--- config.mk ---
export PLATFORM = sky130hd
export DESIGN_NAME = prio_arbiter_rr
export DESIGN_NICKNAME = d
export VERILOG_FILES = /design/src/rtl/prio_arbiter_rr.sv
export SDC_FILE = /design/constraint.sdc
export NUM_CORES = 1
export LEC_CHECK = 0
export BUFFER_PORTS_ARGS = -buffer_cell sky130_fd_sc_hd__buf_2
export CAP_MARGIN = 20
export CORE_MARGIN = 2
export CORE_UTILIZATION = 45
export DETAILED_ROUTE_END_ITERATION = 8
export PLACE_DENSITY = 0.66
export SYNTH_ARGS = -nofsm -noshare
export SYNTH_HDL_FRONTEND = slang
export SYNTH_SLANG_ARGS = --single-unit
--- constraint.sdc ---
create_clock -name clk -period 9.4 [get_ports clk]
set_input_delay 0 -clock clk [delete_from_list [all_inputs] [get_ports clk]]
set_output_delay 0 -clock clk [all_outputs]
set_load 0.02 [all_outputs]
--- src/rtl/prio_arbiter_rr.sv ---
// Registered N-way arbiter with fixed-priority or round-robin selection.
// The grant is held until acked or withdrawn by its requester.
module prio_arbiter_rr #(
  parameter int N = 8,
  localparam int W = $clog2(N)
) (
  input  logic         clk,
  input  logic         rst_n,
  input  logic [N-1:0] req,
  input  logic         mode,
  input  logic         ack,
  output logic         gnt_valid,
  output logic [W-1:0] gnt_idx,
  output logic [N-1:0] gnt_onehot,
  output logic [W-1:0] ptr
);

  typedef enum logic {IDLE, GRANT} state_e;

  typedef struct packed {
    logic         found;
    logic [W-1:0] idx;
  } pick_t;

  localparam logic [W-1:0] LAST = W'(N - 1);
  localparam logic [N-1:0] ONE  = N'(1);

  state_e       state_q, state_d;
  logic         gnt_valid_q, gnt_valid_d;
  logic [W-1:0] gnt_idx_q, gnt_idx_d;
  logic [N-1:0] gnt_onehot_q, gnt_onehot_d;
  logic [W-1:0] ptr_q, ptr_d;

  // Later loop iterations override earlier ones, so the
  // scan order is arranged so the preferred source comes last.
  function automatic pick_t pick(
    input logic [N-1:0] r,
    input logic         m,
    input logic [W-1:0] p
  );
    pick_t        res;
    int           t;
    logic [W-1:0] j;
    res = '0;
    if (!m) begin
      for (int k = 0; k < N; k++) begin
        j = W'(k);
        if (r[j]) begin
          res.found = 1'b1;
          res.idx   = j;
        end
      end
    end else begin
      for (int k = N - 1; k >= 0; k--) begin
        t = int'(p) - k;
        if (t < 0) t = t + N;
        j = W'(t);
        if (r[j]) begin
          res.found = 1'b1;
          res.idx   = j;
        end
      end
    end
    return res;
  endfunction

  pick_t        win;
  logic [W-1:0] ptr_nxt;
  logic [N-1:0] req_m;

  always_comb begin
    state_d      = state_q;
    gnt_valid_d  = gnt_valid_q;
    gnt_idx_d    = gnt_idx_q;
    gnt_onehot_d = gnt_onehot_q;
    ptr_d        = ptr_q;
    ptr_nxt      = ptr_q;
    req_m        = req;
    win          = '0;
    unique case (state_q)
      IDLE: begin
        win = pick(req, mode, ptr_q);
        if (win.found) begin
          state_d      = GRANT;
          gnt_valid_d  = 1'b1;
          gnt_idx_d    = win.idx;
          gnt_onehot_d = ONE << win.idx;
        end
      end
      GRANT: begin
        if (ack) begin
          if (mode) begin
            ptr_nxt = (gnt_idx_q == '0) ? LAST
                                        : gnt_idx_q - 1'b1;
          end
          ptr_d = ptr_nxt;
          req_m = req & ~gnt_onehot_q;
          win   = pick(req_m, mode, ptr_nxt);
          if (win.found) begin
            gnt_idx_d    = win.idx;
            gnt_onehot_d = ONE << win.idx;
          end else begin
            state_d      = IDLE;
            gnt_valid_d  = 1'b0;
            gnt_idx_d    = '0;
            gnt_onehot_d = '0;
          end
        end else if (!req[gnt_idx_q]) begin
          state_d      = IDLE;
          gnt_valid_d  = 1'b0;
          gnt_idx_d    = '0;
          gnt_onehot_d = '0;
        end
      end
      default: state_d = IDLE;
    endcase
  end

  always_ff @(posedge clk or negedge rst_n) begin
    if (!rst_n) begin
      state_q      <= IDLE;
      gnt_valid_q  <= 1'b0;
      gnt_idx_q    <= '0;
      gnt_onehot_q <= '0;
      ptr_q        <= LAST;
    end else begin
      state_q      <= state_d;
      gnt_valid_q  <= gnt_valid_d;
      gnt_idx_q    <= gnt_idx_d;
      gnt_onehot_q <= gnt_onehot_d;
      ptr_q        <= ptr_d;
    end
  end

  assign gnt_valid  = gnt_valid_q;
  assign gnt_idx    = gnt_idx_q;
  assign gnt_onehot = gnt_onehot_q;
  assign ptr        = ptr_q;

endmodule

==> flow_metrics.py, run 1 <==
metrics = {
    "worst_setup_path": {
        "worstPathRequired_ns": 9.59,
        "crit_family": "compound AO/OA/AOI/OAI gates",
        "critPathMaxStageDelay_ns": 0.57,
        "crit_type": "flip-flop to flip-flop",
        "path_max_fanout": 19,
        "critPathLaunchType": "flip-flop",
        "crit_slowest_cell": "ha_1",
        "crit_buf_inv": 2,
        "worstPathCellList": "inv_1, ha_1, nand2b_1, a31o_1, inv_1, ha_1, or3b_1, a211oi_1, nor4_1, o2bb2a_1, o32ai_1, a31o_1, a31oi_4, or4_1, nand2_1",
        "cp-end-kind": "flip-flop",
        "arrival_ns": 5.09,
    },
    "clocking": {
        "clock_latency_ns": 0.26,
        "cts-buffers-inserted": 3,
        "h-tree-depth": 1,
        "tritoncts": "yes",
        "cts.sinks": 16,
        "cts-root-buf": "clkbuf_8",
        "cts.clk_slew.worst_paths_ns": 0.07,
        "clk_path_buf_depth": 2,
    },
    "grt": {
        "grt_antenna_before_repair": 0,
        "grt_start_max_net_pins": 32,
        "grt_pass1_wl_um": 16100,
        "grt_usage": 0.261,
        "grt_pass1_vias": 3098,
        "overflow": 0,
    },
    "routing": {
        "drtIter0Drc": 396,
        "antenna_left": 0,
        "wl_per_cell_um": 19.7,
        "drc": 0,
        "routed_via_density": 6.77,
        "drt-pass1-iter-count": 5,
        "wl_um": 9750,
        "vias": 3359,
    },
    "sta": {
        "drv_slew": 0,
        "rsz0062_at_grt": "no",
        "worst_slew_pin_slew_ns": 0.970,
        "skew_ns": 0.00860,
        "slew_headroom": 0.353,
        "finalCriticalPeriod_ns": 4.90,
        "finalCritPeriodShare": 0.521,
        "setup_viol": 0,
        "tns_ns": 0,
        "fmax_ghz": 0.204,
        "hold_viol": 0,
    },
    "logic_synthesis": {
        "yosysSeqAreaShare": 0.127,
        "synth_cells": 401,
        "ys.flop_type": "dfrtp_1",
        "syn_nets": 419,
        "synth-seq-cells": 16,
        "postSynth.asyncResetShare": 1.00,
        "yosysTopAreaCell": "dfrtp_1",
        "ys.warnings.count": 0,
        "netlist.area_leader.share": 0.102,
        "synthTopCellsByArea": "dfrtp_1, mux4_2, mux2i_1",
        "synth_edf_count": 0,
        "synth.most_common_cell": "nand2_1",
        "synth_area_sq_mm": 0.00318,
        "synth_cell_type_count": 85,
        "synth.avg_cell_area_sq_um": 7.93,
        "ys_top_cells_by_count": "nand2_1, nor2_1, nand3_1",
    },
    "final_layout": {
        "syn2layout_area_growth_pct": 5.16,
        "num_antenna_cells": 0,
        "drive_gt1_frac": 0.188,
        "finalNetCount": 419,
    },
    "die": {
        "fp.coreArea_sq_mm": 0.00683,
        "die_h_um": 88.0,
        "die-area_sq_mm": 0.00775,
        "boundaryPins": 27,
        "die_w_um": 88.0,
        "start_util": 0.465,
        "std_cell_rows": 30,
    },
    "place": {
        "portBuffers": 26,
        "routabilityCongestion": 0.950,
        "dp_hpwl_um": 7290,
    },
    "worst_hold_path": {
        "hold_class": "primary input to flip-flop",
    },
    "job": {
        "drv_cap": 0,
    },
    "outcome": {
        "status": "complete, no violations",
    },
}
[timing repair]
item                                    4_1_cts  5_1_grt
gates resized for setup                       0        0
hold buffers                                  1        0
endpoints found under the hold margin        16        0
endpoints found under the setup margin        0        0
buffers inserted                              0        0
[final timing paths]
check                      slack, ns            end  cells past startpoint        from
min                             0.09        state_q                      3         ack
max reg2reg                     4.50  gnt_onehot[2]                     15  gnt_idx[0]
min reg2reg                     0.51      gnt_valid                      2   gnt_valid
min in group asynchronous       0.21     gnt_idx[1]                      2       rst_n
max                             4.50  gnt_onehot[2]                     15  gnt_idx[0]
max in group asynchronous       8.87         ptr[2]                      2       rst_n
[area by class of cell]
class / count / area (sq um)
Clock buffer: 4 / 55.1
Fill cell: 706 / 3490
Tap cell: 96 / 120
Timing Repair Buffer: 27 / 140
Inverter: 14 / 52.6
Sequential cell: 16 / 404
Multi-Input combinational cell: 339 / 2570
[worst register-to-register path: cells and delay by family, from the launching register on]
| kind | cells | cell delay (ns) |
|---|---|---|
| AO/OA/AOI/OAI | 6 | 1.76 |
| AND/OR/NAND/NOR | 5 | 1.33 |
| adder cells (fa/ha/maj) | 2 | 0.81 |
| flip-flops | 1 | 0.52 |
| buffers and inverters | 2 | 0.41 |
[cell usage in the layout, fill, tap and decap left out, types with 3 or more instances in the layout]
master | Yosys | routed
nor2b_1 | 11 | 11
o31ai_1 | 3 | 3
or3_1 | 5 | 5
nand3_1 | 20 | 20
a31oi_1 | 5 | 5
o221ai_1 | 5 | 5
or4_1 | 3 | 3
nor3b_1 | 3 | 3
o211ai_1 | 5 | 5
nor3_1 | 12 | 12
a21oi_1 | 15 | 15
mux4_2 | 13 | 13
o21ai_0 | 19 | 19
a221o_1 | 6 | 6
a221oi_1 | 3 | 3
nand2_1 | 37 | 37
a22oi_1 | 5 | 5
buf_2 | 12 | 26
o2111ai_1 | 3 | 3
o21a_1 | 3 | 3
and4_1 | 4 | 4
dfstp_2 | 3 | 3
nor4_1 | 5 | 5
nor2_1 | 22 | 22
a32oi_1 | 3 | 3
o21ai_1 | 5 | 5
a21o_1 | 3 | 3
xnor2_1 | 5 | 5
mux2i_1 | 17 | 17
ha_1 | 6 | 6
nor4b_1 | 4 | 4
nand2b_1 | 14 | 14
mux2_2 | 8 | 8
a211oi_1 | 7 | 7
clkbuf_8 | 0 | 4
dfrtp_1 | 13 | 13
inv_1 | 13 | 13
nand3b_1 | 7 | 7
[flip-flops by register name, summed over array words and instances, names as in the netlist]
name,count
gnt_onehot,8
gnt_idx,3
ptr,3
gnt_valid,1
state_q,1
[through the flow]
stage,area (sq um),hold WS [ns],worst slack (ns),instances,utilization
floorplan,3180,-0.296,5.40,401,-
global placement,3280,-0.0498,4.77,491,0.480
detailed placement,3280,-0.0406,4.63,491,0.480
CTS,3340,0.0933,4.59,496,0.489
global route,3340,0.132,4.08,496,0.489
finish,3340,0.0900,4.50,496,0.489
[layer usage]
metal | global-route usage | wire (um) | up-vias
met2 | 0.421 | 4530 | 158
met5 | 0 | 0 | -
met3 | 0.0198 | 671 | 20
li1 | - | - | 1550
met1 | 0.377 | 4330 | 1631
met4 | 0.0730 | 213 | 0
[logic make-up (layout without fill, tap and decap cells)]
logic type      Yosys count  after routing  synth area share
xor+xnor                  8              8            0.0268
fa+ha+maj                 6              6            0.0236
simple gates            169            169             0.303
mux                      40             40             0.183
compound gates          116            116             0.272
flops                    16             16             0.127
buf+inv                  46             45            0.0642
Power of run 1 is left out: the tool's default activity adds up to more than one toggle a clock period on the data nets, which glitch-free logic cannot reach.
==> run 2: changes to the inputs <==
--- a/config.mk
+++ b/config.mk
@@ -10,7 +10,7 @@
 export CORE_MARGIN = 2
 export CORE_UTILIZATION = 45
 export DETAILED_ROUTE_END_ITERATION = 8
-export PLACE_DENSITY = 0.66
+export PLACE_DENSITY = 0.68
 export SYNTH_ARGS = -nofsm -noshare
 export SYNTH_HDL_FRONTEND = slang
 export SYNTH_SLANG_ARGS = --single-unit
==> constraint.sdc (replaced) <==
create_clock -name clk -period 4.3 [get_ports clk]
set_input_delay 0 -clock clk [delete_from_list [all_inputs] [get_ports clk]]
set_output_delay 0 -clock clk [all_outputs]
set_load 0.02 [all_outputs]
==> run 2 against run 1 <==
Against the previous run: utilization increased by 1.8 points; global-route usage grew 0.33 points; cell count up 2.8%; critical path depth is the same; fmax grew 20%; worst setup slack worse by 4.3 ns; sequential share of layout area decreased by 0.43 points; cell area grew 3.7%; highest routed layer unchanged; non-clock buffer count rose by 14.
==> flow_metrics.py, run 2 (synthesized netlist as in run 1, its figures left out) <==
metrics = {
    "outcome": {
        "status": "complete, no violations",
    },
    "final_layout": {
        "largest_register_ff_count": 8,
        "final_cell_mix": "nand2_1, buf_2, nor2_1, nand3_1, o21ai_0",
        "drive_gt1_frac": 0.217,
        "syn2layout_area_growth_pct": 9.02,
        "final_common_cell": "nand2_1",
        "finalNetCount": 433,
        "final_cells": 510,
        "final.fill_count": 674,
        "num_antenna_cells": 0,
    },
    "worst_setup_path": {
        "cp-end-kind": "flip-flop",
        "worstPathRequired_ns": 4.49,
        "critPathLaunchType": "flip-flop",
        "crit_start": "gnt_idx[1]",
        "rr_endpoint": "gnt_onehot[2]",
        "timing.rr.start": "gnt_idx[1]",
        "path_max_fanout": 15,
        "arrival_ns": 4.28,
        "endpoint": "gnt_onehot[2]",
        "r2r_cells": 15,
        "ff2ff_setup_slack_ns": 0.21,
        "crit_type": "flip-flop to flip-flop",
    },
    "place": {
        "dp_hpwl_um": 7560,
        "dp.cells": 505,
        "routabilityCongestion": 1.01,
        "portBuffers": 26,
    },
    "die": {
        "die-area_sq_mm": 0.00775,
        "fp.coreArea_sq_mm": 0.00683,
        "die_h_um": 88.0,
        "std_cell_rows": 30,
        "start_util": 0.465,
        "boundaryPins": 27,
        "die_w_um": 88.0,
    },
    "routing": {
        "drt-pass1-iter-count": 6,
        "wl_per_cell_um": 19.9,
        "wl_um": 10200,
        "vias": 3425,
        "routed_via_density": 6.72,
        "drtIter0Drc": 279,
        "drc": 0,
        "antenna_left": 0,
    },
    "clocking": {
        "h-tree-depth": 1,
        "clock_latency_ns": 0.25,
        "cts-buffers-inserted": 3,
        "cts-root-buf": "clkbuf_8",
        "tritoncts": "yes",
        "cts.sinks": 16,
        "postCtsSetupRepairBufs": 0,
        "clk_path_buf_depth": 2,
        "cts.clk_slew.worst_paths_ns": 0.06,
    },
    "sta": {
        "worst_slew_pin_slew_ns": 0.777,
        "skew_ns": 0.00216,
        "finalCriticalPeriod_ns": 4.09,
        "hold_viol": 0,
        "drv_slew": 0,
        "setup_viol": 0,
        "finalCritPeriodShare": 0.952,
        "fmax_ghz": 0.244,
        "slew_headroom": 0.479,
    },
    "grt": {
        "grt_usage": 0.264,
        "overflow": 0,
        "grt_start_max_net_pins": 31,
        "grt_antenna_before_repair": 0,
        "grt_pass1_wl_um": 16200,
        "grt_pass1_vias": 3176,
    },
    "worst_hold_path": {
        "hold_class": "primary input to flip-flop",
    },
    "job": {
        "drv_cap": 0,
    },
}
-- run 2: changes by cell type in the layout (fill, tap and decap cells not counted), sizes merged --
cell / change
buf: +14
-- run 2: critical path, cell delays in order (launching register included) --
cell	delay (ns)
dfrtp_1	0.43
inv_1	0.09
ha_1	0.21
nand2b_1	0.11
a31o_1	0.18
inv_1	0.07
ha_1	0.45
or3b_2	0.52
a22oi_1	0.27
nor4_1	0.10
o2bb2a_1	0.32
o32ai_1	0.30
a31o_1	0.19
a31oi_4	0.16
or4_1	0.54
nand2_1	0.07
-- run 2: layer usage --
metal,track usage,share of wire,vias to the layer above
li1,-,-,1581
met3,0.0330,0.098,28
met5,0,0,-
met4,0.0923,0.023,0
met2,0.408,0.45,211
met1,0.382,0.43,1605
-- run 2: cell type report --
type,instances,area (sq um),area share
multi-input cells,339,2590,0.747
flip-flops and latches,16,404,0.117
repair buffers,41,245,0.0708
well taps,96,120,0.0347
clock buffers,4,55.1,0.0159
inverters,14,52.6,0.0152
-- run 2: what timing repair did --
action | CTS | global route
endpoints found under the hold margin | 16 | 0
endpoints found under the setup margin | 0 | 7
gates resized for setup | 0 | 3
hold buffers | 1 | 0
-- run 2: per-stage QoR --
stage          area [sq um]  hold WS, ns  worst slack, ns  utilization  TNS (ns)
2_1_floorplan          3180       -0.296            0.303            -         0
3_5_place_dp           3380      -0.0629            0.299        0.495         0
3_3_place_gp           3380      -0.0520            0.332        0.495         0
6_report               3460       0.0715            0.207        0.507         0
4_1_cts                3450       0.0669            0.269        0.505         0
5_1_grt                3460        0.114          -0.0583        0.507   -0.0832
-- run 2: how the worst min path moves through the flow --
| stage | slack (ns) | to | depth (start not counted) | startpoint |
|---|---|---|---|---|
| 2_1_floorplan | -0.30 | gnt_idx[0] | 0 | rst_n |
| 3_3_place_gp | -0.05 | gnt_onehot[5] | 1 | rst_n |
| 3_5_place_dp | -0.06 | gnt_onehot[5] | 1 | rst_n |
| 4_1_cts | 0.07 | state_q | 3 | ack |
| 5_1_grt | 0.11 | state_q | 3 | ack |
| 6_report | 0.07 | state_q | 3 | ack |
Power of run 2 is left out for the same reason.
==> run 3: changes to the inputs <==
--- a/config.mk
+++ b/config.mk
@@ -10,7 +10,7 @@
 export CORE_MARGIN = 2
 export CORE_UTILIZATION = 45
 export DETAILED_ROUTE_END_ITERATION = 8
-export PLACE_DENSITY = 0.68
+export PLACE_DENSITY = 0.66
 export SYNTH_ARGS = -nofsm -noshare
 export SYNTH_HDL_FRONTEND = slang
 export SYNTH_SLANG_ARGS = --single-unit
==> constraint.sdc (replaced) <==
create_clock -name clk -period 3.79 [get_ports clk]
set_input_delay 0 -clock clk [delete_from_list [all_inputs] [get_ports clk]]
set_output_delay 0 -clock clk [all_outputs]
set_load 0.02 [all_outputs]
==> run 3 against run 2 <==
Against the previous run: sequential share of layout area is 0.89 points lower; cell count up 5.3%; cell area rose by 8.6%; sequential cell count unchanged; first-iteration DRC count decreased by 31%; die area did not move; worst setup slack worse by 0.14 ns; via count increased by 4.0%.
==> flow_metrics.py, run 3 (synthesized netlist as in run 1, its figures left out) <==
metrics = {
    "final_layout": {
        "finalNetCount": 460,
        "syn2layout_area_growth_pct": 18.4,
        "final_common_cell": "buf_4",
        "drive_gt1_frac": 0.304,
        "final_cells": 537,
        "largest_register_ff_count": 8,
        "final_cell_mix": "buf_4, nand2_1, buf_2, nor2_1, nand3_1",
        "final.fill_count": 688,
        "num_antenna_cells": 0,
    },
    "clocking": {
        "cts-buffers-inserted": 3,
        "tritoncts": "yes",
        "clk_path_buf_depth": 2,
        "cts-root-buf": "clkbuf_8",
        "cts.clk_slew.worst_paths_ns": 0.07,
        "cts.sinks": 16,
        "clock_latency_ns": 0.26,
        "h-tree-depth": 1,
    },
    "sta": {
        "hold_viol": 0,
        "finalCritPeriodShare": 0.983,
        "drv_slew": 0,
        "slew_headroom": 0.581,
        "setup_viol": 0,
        "worst_slew_pin_slew_ns": 0.622,
        "fmax_ghz": 0.268,
        "hold_ws_ns": 0.0898,
        "finalCriticalPeriod_ns": 3.73,
        "skew_ns": 0.00743,
    },
    "routing": {
        "wl_per_cell_um": 20.0,
        "vias": 3561,
        "wl_um": 10800,
        "drt-pass1-iter-count": 6,
        "drc": 0,
        "antenna_left": 0,
        "drtIter0Drc": 192,
        "routed_via_density": 6.63,
    },
    "worst_setup_path": {
        "ff2ff_setup_slack_ns": 0.06,
        "timing.rr.start": "gnt_idx[1]",
        "crit_type": "flip-flop to flip-flop",
        "arrival_ns": 3.92,
        "r2r_cells": 15,
        "critPathLaunchType": "flip-flop",
        "crit_start": "gnt_idx[1]",
        "path_max_fanout": 13,
        "rr_endpoint": "gnt_onehot[2]",
        "cp-end-kind": "flip-flop",
        "worstPathRequired_ns": 3.98,
    },
    "worst_hold_path": {
        "min-delay-start": "ack",
        "min_path_cells": 3,
        "hold_class": "primary input to flip-flop",
        "hold_end": "state_q",
    },
    "grt": {
        "grt_pass1_wl_um": 16900,
        "grt_pass1_vias": 3222,
        "grt.met3_usage": 0.0207,
        "grt_antenna_before_repair": 0,
        "overflow": 0,
        "busiest_layer": "met2",
        "grt_start_max_net_pins": 20,
        "met2_usage": 0.438,
        "use_met1": 0.409,
        "grt_usage": 0.277,
    },
    "outcome": {
        "status": "complete, no violations",
    },
    "die": {
        "die-area_sq_mm": 0.00775,
        "boundaryPins": 27,
        "std_cell_rows": 30,
        "start_util": 0.465,
        "fp.coreArea_sq_mm": 0.00683,
        "die_h_um": 88.0,
        "die_w_um": 88.0,
    },
    "job": {
        "drv_cap": 0,
    },
    "place": {
        "portBuffers": 26,
        "routabilityCongestion": 0.987,
        "dp.cells": 529,
        "dp_hpwl_um": 7980,
    },
}
run 3: worst max-delay path: stages, from the launching register on:
cell and delay (ns):
dfrtp_1 0.38, inv_1 0.09, ha_2 0.28, a31o_1 0.23, inv_2 0.08, ha_4 0.24, or3b_4 0.43, a211oi_4 0.29
buf_4 0.16, nor4_1 0.05, a21boi_0 0.16, o32ai_2 0.30, a31o_1 0.22, a31oi_4 0.14, or4_4 0.53, nand2_1 0.07
run 3: worst max-delay path by stage:
stage	to	slack, ns	cells past startpoint
floorplan	gnt_onehot[2]	0.003	17
global placement	gnt_onehot[2]	0.05	14
detailed placement	gnt_onehot[5]	-0.009	14
CTS	gnt_onehot[2]	0.01	14
global route	gnt_onehot[2]	-0.02	15
finish	gnt_onehot[2]	0.06	15
run 3: per-stage QoR:
| step | TNS [ns] | utilization | worst slack, ns | instance area (sq um) |
|---|---|---|---|---|
| 4_1_cts | 0 | 0.534 | 0.0108 | 3650 |
| 5_1_grt | -0.0229 | 0.551 | -0.0223 | 3760 |
| 2_1_floorplan | 0 | - | 0.00319 | 3210 |
| 6_report | 0 | 0.551 | 0.0644 | 3760 |
| 3_3_place_gp | 0 | 0.524 | 0.0536 | 3580 |
| 3_5_place_dp | -0.0159 | 0.524 | -0.00895 | 3580 |
run 3: timing repair:
action	in CTS	in global routing
resized for setup	2	14
setup buffers	0	2
pin swaps	0	5
endpoints found under the setup margin	4	10
hold buffers	1	0
gates cloned	0	1
hold endpoints to repair	16	0
run 3: final cells by class:
| type | count | area (sq um) | area share |
|---|---|---|---|
| inverter | 14 | 52.6 | 0.0140 |
| sequential | 16 | 405 | 0.108 |
| timing repair buffer | 67 | 440 | 0.117 |
| tap | 96 | 120 | 0.0319 |
| multi-input combinational | 340 | 2690 | 0.715 |
| clock buffer | 4 | 55.1 | 0.0146 |
run 3: layer usage:
layer / up-vias / share of wire
met5: - / 0
met4: 0 / 0.021
met3: 27 / 0.088
met2: 217 / 0.45
met1: 1686 / 0.44
li1: 1631 / -
Power of run 3 is left out for the same reason.
